$ cat src/rtl/spiro_pkg.sv
// Shared spirometer definitions: state codes common to the controller and the LED state blocks.
package spiro_pkg;

    typedef enum logic [1:0] {
        ST_IDLE   = 2'd0,
        ST_PREP   = 2'd1,
        ST_MEAS   = 2'd2,
        ST_RESULT = 2'd3
    } spiroState_t;

    localparam int FLOW_W = 16;

    function automatic int unsigned maxTicks(input int unsigned a, input int unsigned b,
                                             input int unsigned c);
        int unsigned m;
        m = a;
        if (b > m) m = b;
        if (c > m) m = c;
        return m;
    endfunction

endpackage

$ cat src/rtl/spiro_tick_gen.sv
// Free-running prescaler producing a registered one-cycle clock-enable every TICK_DIV cycles.
module spiro_tick_gen #(
    parameter int unsigned TICK_DIV = 12_500_000
) (
    input  logic iClk,
    input  logic iReset,
    input  logic iClear,
    output logic oCE
);

    localparam int CNT_W = (TICK_DIV > 1) ? $clog2(TICK_DIV) : 1;

    if (TICK_DIV < 2) begin : gBadTickDiv
        $error("spiro_tick_gen: TICK_DIV must be >= 2");
    end

    logic [CNT_W-1:0] cntQ;
    logic             ceQ;
    logic             atEnd;

    assign atEnd = (cntQ == CNT_W'(TICK_DIV - 1));

    always_ff @(posedge iClk) begin
        if (iReset || iClear) begin
            cntQ <= '0;
            ceQ  <= 1'b0;
        end else begin
            cntQ <= atEnd ? '0 : cntQ + CNT_W'(1);
            ceQ  <= atEnd;
        end
    end

    assign oCE = ceQ;

endmodule

$ cat src/rtl/spiro_state_ctrl.sv
// Spirometer master sequencer: IDLE -> PREP -> MEASURE -> RESULT, flow pulse counting and tick output.
// Optional start-button debounce filter enabled by defining SPIRO_DEBOUNCE_EN.
module spiro_state_ctrl
    import spiro_pkg::*;
#(
    parameter int unsigned TICK_DIV     = 12_500_000,
    parameter int unsigned PREP_TICKS   = 4,
    parameter int unsigned MEAS_TICKS   = 24,
    parameter int unsigned RESULT_TICKS = 20,
    parameter int unsigned DEB_CYCLES   = 500_000
) (
    input  logic              iClk,
    input  logic              iReset,
    input  logic              iStart,
    input  logic              iAbort,
    input  logic              iFlowPulse,
    output logic              oCE,
    output logic [1:0]        ovStateMachine,
    output logic [FLOW_W-1:0] ovFlowCount,
    output logic              oBusy,
    output logic              oDone
);

    localparam int unsigned MAX_TICKS = maxTicks(PREP_TICKS, MEAS_TICKS, RESULT_TICKS);
    localparam int          CNT_W     = $clog2(MAX_TICKS) + 1;

    if (DEB_CYCLES < 1) begin : gBadDeb
        $error("spiro_state_ctrl: DEB_CYCLES must be >= 1");
    end

    spiroState_t       stateQ, stateD;
    logic [CNT_W-1:0]  tickCntQ, tickCntD;
    logic [FLOW_W-1:0] flowQ, flowD;
    logic              doneQ, doneD;
    logic [1:0]        syncQ;
    logic              startLvl;
    logic              startPrevQ;
    logic              startEdgeQ;
    logic              prescClr;
    logic              ce;
    logic              lastTick;

    spiro_tick_gen #(
        .TICK_DIV(TICK_DIV)
    ) uTickGen (
        .iClk  (iClk),
        .iReset(iReset),
        .iClear(prescClr),
        .oCE   (ce)
    );

    always_ff @(posedge iClk) begin
        if (iReset) begin
            syncQ <= '0;
        end else begin
            syncQ <= {syncQ[0], iStart};
        end
    end

`ifdef SPIRO_DEBOUNCE_EN
    localparam int DEB_W = $clog2(DEB_CYCLES + 1);

    logic [DEB_W-1:0] debCntQ;
    logic             filtQ;

    // Filtered level only follows the synchronised input after DEB_CYCLES identical samples.
    always_ff @(posedge iClk) begin
        if (iReset) begin
            debCntQ <= '0;
            filtQ   <= 1'b0;
        end else if (syncQ[1] == filtQ) begin
            debCntQ <= '0;
        end else if (debCntQ == DEB_W'(DEB_CYCLES - 1)) begin
            debCntQ <= '0;
            filtQ   <= syncQ[1];
        end else begin
            debCntQ <= debCntQ + DEB_W'(1);
        end
    end

    assign startLvl = filtQ;
`else
    assign startLvl = syncQ[1];
`endif

    // Registered edge pulse gives the fixed three-edge start latency.
    always_ff @(posedge iClk) begin
        if (iReset) begin
            startPrevQ <= 1'b0;
            startEdgeQ <= 1'b0;
        end else begin
            startPrevQ <= startLvl;
            startEdgeQ <= startLvl & ~startPrevQ;
        end
    end

    always_comb begin
        lastTick = 1'b0;
        case (stateQ)
            ST_PREP:   lastTick = (tickCntQ == CNT_W'(PREP_TICKS - 1));
            ST_MEAS:   lastTick = (tickCntQ == CNT_W'(MEAS_TICKS - 1));
            ST_RESULT: lastTick = (tickCntQ == CNT_W'(RESULT_TICKS - 1));
            default:   lastTick = 1'b0;
        endcase
    end

    always_comb begin
        stateD   = stateQ;
        tickCntD = tickCntQ;
        flowD    = flowQ;
        doneD    = 1'b0;
        prescClr = 1'b0;

        if (iAbort && (stateQ != ST_IDLE)) begin
            stateD   = ST_IDLE;
            tickCntD = '0;
            flowD    = '0;
        end else begin
            unique case (stateQ)
                ST_IDLE: begin
                    if (startEdgeQ) begin
                        stateD   = ST_PREP;
                        tickCntD = '0;
                        flowD    = '0;
                        prescClr = 1'b1;
                    end
                end
                ST_PREP: begin
                    if (ce) begin
                        if (lastTick) begin
                            stateD   = ST_MEAS;
                            tickCntD = '0;
                        end else begin
                            tickCntD = tickCntQ + CNT_W'(1);
                        end
                    end
                end
                ST_MEAS: begin
                    if (iFlowPulse && (flowQ != {FLOW_W{1'b1}})) begin
                        flowD = flowQ + FLOW_W'(1);
                    end
                    if (ce) begin
                        if (lastTick) begin
                            stateD   = ST_RESULT;
                            tickCntD = '0;
                            doneD    = 1'b1;
                        end else begin
                            tickCntD = tickCntQ + CNT_W'(1);
                        end
                    end
                end
                ST_RESULT: begin
                    if (startEdgeQ || (ce && lastTick)) begin
                        stateD   = ST_IDLE;
                        tickCntD = '0;
                    end else if (ce) begin
                        tickCntD = tickCntQ + CNT_W'(1);
                    end
                end
                default: begin
                    stateD   = ST_IDLE;
                    tickCntD = '0;
                end
            endcase
        end
    end

    always_ff @(posedge iClk) begin
        if (iReset) begin
            stateQ   <= ST_IDLE;
            tickCntQ <= '0;
            flowQ    <= '0;
            doneQ    <= 1'b0;
        end else begin
            stateQ   <= stateD;
            tickCntQ <= tickCntD;
            flowQ    <= flowD;
            doneQ    <= doneD;
        end
    end

    assign oCE            = ce;
    assign ovStateMachine = stateQ;
    assign ovFlowCount    = flowQ;
    assign oBusy          = (stateQ != ST_IDLE);
    assign oDone          = doneQ;

endmodule
$ cat config.mk
export PLATFORM = sky130hd
export DESIGN_NAME = spiro_state_ctrl
export DESIGN_NICKNAME = d
export VERILOG_FILES = /design/src/rtl/spiro_pkg.sv /design/src/rtl/spiro_tick_gen.sv /design/src/rtl/spiro_state_ctrl.sv
export SDC_FILE = /design/constraint.sdc
export NUM_CORES = 1
export LEC_CHECK = 0
export BUFFER_PORTS_ARGS = -buffer_cell sky130_fd_sc_hd__clkbuf_2
export CORE_UTILIZATION = 53
export CTS_CLUSTER_SIZE = 8
export DETAILED_ROUTE_END_ITERATION = 12
export GPL_ROUTABILITY_DRIVEN = 0
export PLACE_DENSITY = 0.75
export SLEW_MARGIN = 20
export SYNTH_ARGS = -nofsm -noshare
export SYNTH_HDL_FRONTEND = slang
export SYNTH_SLANG_ARGS = --single-unit
$ cat constraint.sdc
create_clock -name iClk -period 1.91 [get_ports iClk]
set_input_delay 0.382 -clock iClk [delete_from_list [all_inputs] [get_ports iClk]]
set_output_delay 0.382 -clock iClk [all_outputs]
set_load 0.02 [all_outputs]
Yosys cells after proc, flatten, opt, wreduce, memory -nomap -nowiden
Cells that the tools add are included.
Operators by class
  equal/unequal tests: 17
  muxes and demuxes: 21
  $add $sub $neg: 3
  reductions and logical operators: 15
  bitwise gates (word level): 4
Operator list (number)
  $mux 16: 2
  $pmux 16 s2: 1
  $mux 6: 5
  $add 24x1->24 const B: 1
  $eq 24x24->1 const B: 1
  $pmux 6 s3: 1
  $add 16x1->16 const B: 1
  $ne 16x16->1 const B: 1
  $eq 6x5->1 const B: 2
  $mux 2: 6
  $ne 2x2->1 const B: 5
  $pmux 2 s4: 1
  $add 6x1->6 const B: 1
  $eq 6x2->1 const B: 1
  $ne 2x1->1 const B: 3
  $reduce_and 3->1: 2
  $reduce_and 6->1: 1
  $reduce_or 2->1: 3
  $eq 2x2->1 const B: 2
  $mux 1: 4
  $reduce_bool 2->1: 2
  $reduce_or 4->1: 1
  $logic_and 1x1->1: 3
  $ne 3x2->1 const B: 1
  6 further kinds: 9
Word-level totals
  output and inout port bits: 21
  word-level logic and storage cells: 69
  bits in registers: 54
  input port bits: 5

Longest topological paths before layout
  depth in word-level cells: 6
  depth in mapped cells: 9
  depth with buffers taken out: 7

Modules after synthesis
From an unflattened synthesis, not the netlist that was laid out.
Unflattened totals
  cell total of the unflattened synthesis: 316
  area total of the unflattened synthesis: 2751.4 µm²
Modules (own cells, without submodules)
  spiro_state_ctrl: instances 1, cells an instance 186, seq. area each 580.6 µm², area an instance 1611.5 µm²
  spiro_tick_gen: instances 1, cells an instance 130, seq. area each 500.5 µm², area an instance 1139.8 µm²

Least setup slack after synthesis
OpenSTA, ideal clock, no wires.
  path type: register -> register
  start: reg stateQ[0] (netlist: ovStateMachine[0])
  end: reg tickCntQ[3]
  period minus slack after synthesis: 2.191 ns
  slack: -0.281 ns
  stages on the path, launching flop included: 9
  path buffers: 1
  arrival time: 2.116 ns
  data required time: 1.835 ns
  setup time: 0.075 ns
  path through: dfxtp_1 inv_1 ha_1 buf_4 xor2_1 nor3_1 o32a_1 or4_1 a31oi_1
Between the ends
  longest elaborated chain between the ends: 6
  elaborated cells between the ends (all ways): 19
  classes of those cells: eq/ne: 6; mux: 5; reduce/logical: 8
RTL lines
  start, declared: RTL line spiro_state_ctrl.sv:31  | spiroState_t stateQ, stateD;
  start signal, assigned: RTL line spiro_state_ctrl.sv:175  | stateQ <= stateD;
  $eq 2x2->1 / $eq 2x1->1 (equally long branches): RTL line spiro_state_ctrl.sv:99, spiro_state_ctrl.sv:119
  $pmux 1 s3: RTL line spiro_state_ctrl.sv:99  | case (stateQ)
  $logic_and 1x1->1: RTL line spiro_state_ctrl.sv:153  | if (startEdgeQ || (ce && lastTick)) begin
  $logic_or 1x1->1: RTL line spiro_state_ctrl.sv:153
  $ne 3x2->1 (no source line) / $mux 6 (equally long branches)
  $reduce_and 3->1 (no source line) / $pmux 6 s3 (equally long branches)
  end signal, assigned: RTL line spiro_state_ctrl.sv:176  | tickCntQ <= tickCntD;
  end, declared: RTL line spiro_state_ctrl.sv:32  | logic [CNT_W-1:0] tickCntQ, tickCntD;
Several ways; a longest one is shown, not always the timed one. The select of a mux whose other input is x is not followed.
A chain may end at the register's enable or synchronous reset.

Worst setup path in the final report
  start: reg stateQ[0] (netlist: ovStateMachine[0])
  end: reg tickCntQ[2]
Same word-level chain as after synthesis.

==> Implementation_results.wiki <==
{| class="wikitable"
! Metric !! Value
|-
| Outcome || finished with violations
|-
| Violations in the final reports || negative setup slack
|-
| Cells after synthesis || 310
|-
| Tot Pwr || 0.00241 W
|-
| Worst Setup SP || ovStateMachine[0]
|-
| Adder-cell share of the synthesized area || 0.0415
|-
| Crit path required time || 2.12 ns
|-
| Least-Margin Pin Slew || 0.474 ns
|-
| Post-synthesis compound-gate area fraction || 0.121
|-
| CP Data Arrival Time || 2.19 ns
|-
| TritonCTS clock tree || yes
|-
| Synthesis warning total || 0
|-
| Area occupied by registers || 1090 µm²
|-
| Count of TritonRoute iterations in the first routing pass || 4
|-
| Root buffer cell || sky130_fd_sc_hd__clkbuf_8
|-
| Core Util, Final || 0.703
|-
| Highest routed layer || met4
|-
| Count of boundary I/O pins || 26
|-
| Top cell family by delay on the critical path || simple AND/OR/NAND/NOR gates
|-
| Synthesized Nets || 324
|-
| Height of the die || 73.6 µm
|-
| Met1 routed wirelength after detailed routing || 2720 µm
|-
| Library cell occupying the most area in the post-synthesis netlist || sky130_fd_sc_hd__dfxtp_1
|-
| # hold bufs at CTS || 0
|-
| Initial Utilization || 0.563
|-
| Endpoint kind of the worst setup timing path || register
|-
| Worst-case setup margin in the final layout || -0.0677 ns
|-
| Synth-to-layout area growth || 24.7%
|-
| Worst flop-to-flop path startpoint || ovStateMachine[0]
|-
| Wirelength, routed || 5610 µm
|-
| Core Area || 4820 µm²
|-
| Buf+Inv Stages, Crit Path || 2
|-
| Post-synthesis sequential area ratio || 0.398
|-
| Count of antenna diodes in the layout || 0
|-
| GR Util All Layers || 0.222
|-
| Area used by multi-input combinational logic || 1650 µm²
|-
| Relative slew slack || 0.683
|-
| Prevailing post-synth register cell || sky130_fd_sc_hd__dfxtp_1
|-
| Unrepaired setup endpoints after global routing || yes
|-
| Number of vias per cell after detailed routing || 5.35
|-
| Port Buf Inserts || 25
|-
| Slowest CP cell || sky130_fd_sc_hd__nor4b_4
|-
| CP max stage delay || 0.44 ns
|-
| DIE WIDTH || 73.6 µm
|-
| Total met3 wirelength after detailed routing || 163 µm
|-
| Fin crit share || 1.04
|-
| Post-synthesis xor/xnor area fraction || 0.110
|-
| Total congestion overflow || 0
|-
| Filler-free cell count of the finished design || 434
|-
| Final setup violation count || 5
|-
| Maximum clock rate || 506 MHz
|-
| Maximum clock skew at final layout || 0.0160 ns
|-
| Post-route ant nets || 0
|-
| Count of maximum capacitance violations || 0
|-
| Cell Area, Synth || 2710 µm²
|-
| Worst IR Drop VDD || 529 µV
|-
| RR Endpoint || tickCntQ[2]
|-
| Via count of the first global-routing pass || 2120
|-
| Total power density per cell area || 713 nW/µm²
|-
| Count of unresolved DRC violations after routing || 0
|-
| Startpoint Class || register
|-
| Clock latency on the worst-skew pair || 0.31 ns
|-
| Shortest clock period the worst path allows after layout || 1.98 ns
|-
| Number of standard-cell rows in the floorplan || 25
|-
| Library cell with the highest instance count after synthesis || sky130_fd_sc_hd__dfxtp_1
|-
| Slew Viols, Final || 0
|-
| Worst-path fanout max || 8
|-
| Reg2reg path depth || 7
|-
| Leading cell types by count after synthesis || 54 x sky130_fd_sc_hd__dfxtp_1, 45 x sky130_fd_sc_hd__nor2_1, 28 x sky130_fd_sc_hd__xnor2_1
|-
| Combinational family with the most area after synthesis || simple AND/OR/NAND/NOR gates
|-
| Total of flip-flops plus latches after synthesis || 54
|-
| Register-to-register path setup slack || -0.07 ns
|-
| DP Cell Count || 420
|-
| Antenna violations before repair || 0
|-
| Biggest area contributors in the synthesized netlist || sky130_fd_sc_hd__dfxtp_1 40%, sky130_fd_sc_hd__xnor2_1 9.0%, sky130_fd_sc_hd__nor2_1 6.2%, sky130_fd_sc_hd__ha_1 4.1%, sky130_fd_sc_hd__nand2_1 3.5%
|-
| Net count of the finished layout || 380
|-
| Clock slew at the register clock pins of the worst setup and hold paths || 0.10 ns
|-
| Die area || 5410 µm²
|-
| Critical Path Sink || tickCntQ[2]
|-
| Crit. path cell count || 7
|-
| List of cells traversed by the critical path || inv_6 > buf_6 > ha_4 > and2b_2 > nor4b_4 > nand2b_1 > a311oi_1
|-
| Largest net degree at the start of global routing || 24
|-
| Standard cell area after detailed placement || 3130 µm²
|-
| Filler cells || 384
|-
| Routed WL per cell || 12.9 µm
|-
| Async S/R FF share, synth || 0
|-
| Count of distinct cell types in the synthesized netlist || 51
|-
| CTS HTree Levels || 2
|-
| Simple-gate share of the synthesized area || 0.289
|-
| Amount of wire on met2 after detailed routing || 2680 µm
|-
| Cells on Worst Hold Path || 2
|-
| Fin. Hold Viols || 0
|-
| Pre-CTS setup slack || -0.0936 ns
|-
| Via count || 2324
|-
| Post-Synthesis Mean Instance Area || 8.75 µm²
|-
| Number of clock sinks || 54
|-
| Maximum clock path buffer count || 2
|-
| Inserted Clock Buffers || 5
|-
| EDFF count, synth || 0
|-
| LEAKAGE || 1.21 nW
|-
| Fraction of synthesized cell area taken by the top area cell type || 0.398
|-
| Post-DP HPWL || 4090 µm
|-
| Iteration-0 DRC count of the detailed router || 79
|-
| Wire length of the first global-routing pass || 9350 µm
|-
| Final instance area || 3380 µm²
|-
| Worst min-delay path category || in2reg
|-
| Critical path type || reg2reg
|-
| Share of synthesized area spent on multiplexers || 0.00784
|-
| Fraction of final layout cells sized beyond drive strength 1 || 0.278
|}
[how the worst min path moves through the flow]
stage               startpoint    endpoint  slack, ns
CTS                     iStart    syncQ[0]       0.27
floorplan           startPrevQ  startEdgeQ       0.37
global route            iStart    syncQ[0]       0.30
detailed placement  startPrevQ  startEdgeQ       0.38
global placement    startPrevQ  startEdgeQ       0.37
finish                  iStart    syncQ[0]       0.28
[report_power, final]
| group | internal, W | total [W] | switching (W) |
|---|---|---|---|
| Sequential | 0.00115 | 0.00117 | 0.0000259 |
| Combinational | 0.000203 | 0.000446 | 0.000243 |
| Clock | 0.000398 | 0.000794 | 0.000396 |
[area by class of cell]
type | count | area share
clock buffer | 5 | 0.0203
clock inverter | 3 | 0.0140
inverter | 9 | 0.0122
multi-input combinational | 237 | 0.488
sequential | 54 | 0.322
tap | 67 | 0.0248
timing repair buffer | 59 | 0.118
[routing by layer]
layer | track usage | vias to the layer above
li1 | - | 1198
met5 | 0 | -
met4 | 0.0556 | 0
met1 | 0.291 | 1087
met2 | 0.374 | 35
met3 | 0.0425 | 4
[kinds of logic after synthesis]
| logic type | after synthesis |
|---|---|
| adders and majority gates | 9 |
| AOI/OAI and AO/OA | 44 |
| xor gates and xnor gates | 34 |
| muxes | 2 |
| and+or+nand+nor | 148 |
| buffers and inverters | 19 |
| DFF | 54 |
[placed cells by master, fill, tap and decap left out, types with 6 or more instances in the layout]
| cell type | count |
|---|---|
| sky130_fd_sc_hd__and3_1 | 9 |
| sky130_fd_sc_hd__a211oi_2 | 6 |
| sky130_fd_sc_hd__nand2_1 | 25 |
| sky130_fd_sc_hd__buf_4 | 31 |
| sky130_fd_sc_hd__xnor2_1 | 28 |
| sky130_fd_sc_hd__nor2_1 | 45 |
| sky130_fd_sc_hd__dfxtp_1 | 51 |
| sky130_fd_sc_hd__clkbuf_2 | 24 |
| sky130_fd_sc_hd__nand3_1 | 17 |
| sky130_fd_sc_hd__a21oi_1 | 11 |
| sky130_fd_sc_hd__nor4_1 | 7 |
| sky130_fd_sc_hd__inv_1 | 7 |
[flip-flops by register name, indices dropped and copies added (netlist names)]
name            count
uTickGen.cntQ      24
tickCntQ            6
ovStateMachine      2
startPrevQ          1
syncQ               2
oDone               1
ovFlowCount        16
uTickGen.oCE        1
startEdgeQ          1
[through the flow]
step                hold WS, ns  TNS [ns]
finish                    0.283    -0.186
global route              0.297    -0.897
CTS                       0.274    -0.176
detailed placement        0.379    -0.427
global placement          0.371   -0.0270
floorplan                 0.367   -0.0177
[repair_timing]
action,4_1_cts,5_1_grt
resized for setup,20,4
setup buffers,4,2
endpoints found under the setup margin,9,38
pin swaps,14,13
Power figures use the tool's default switching activity.
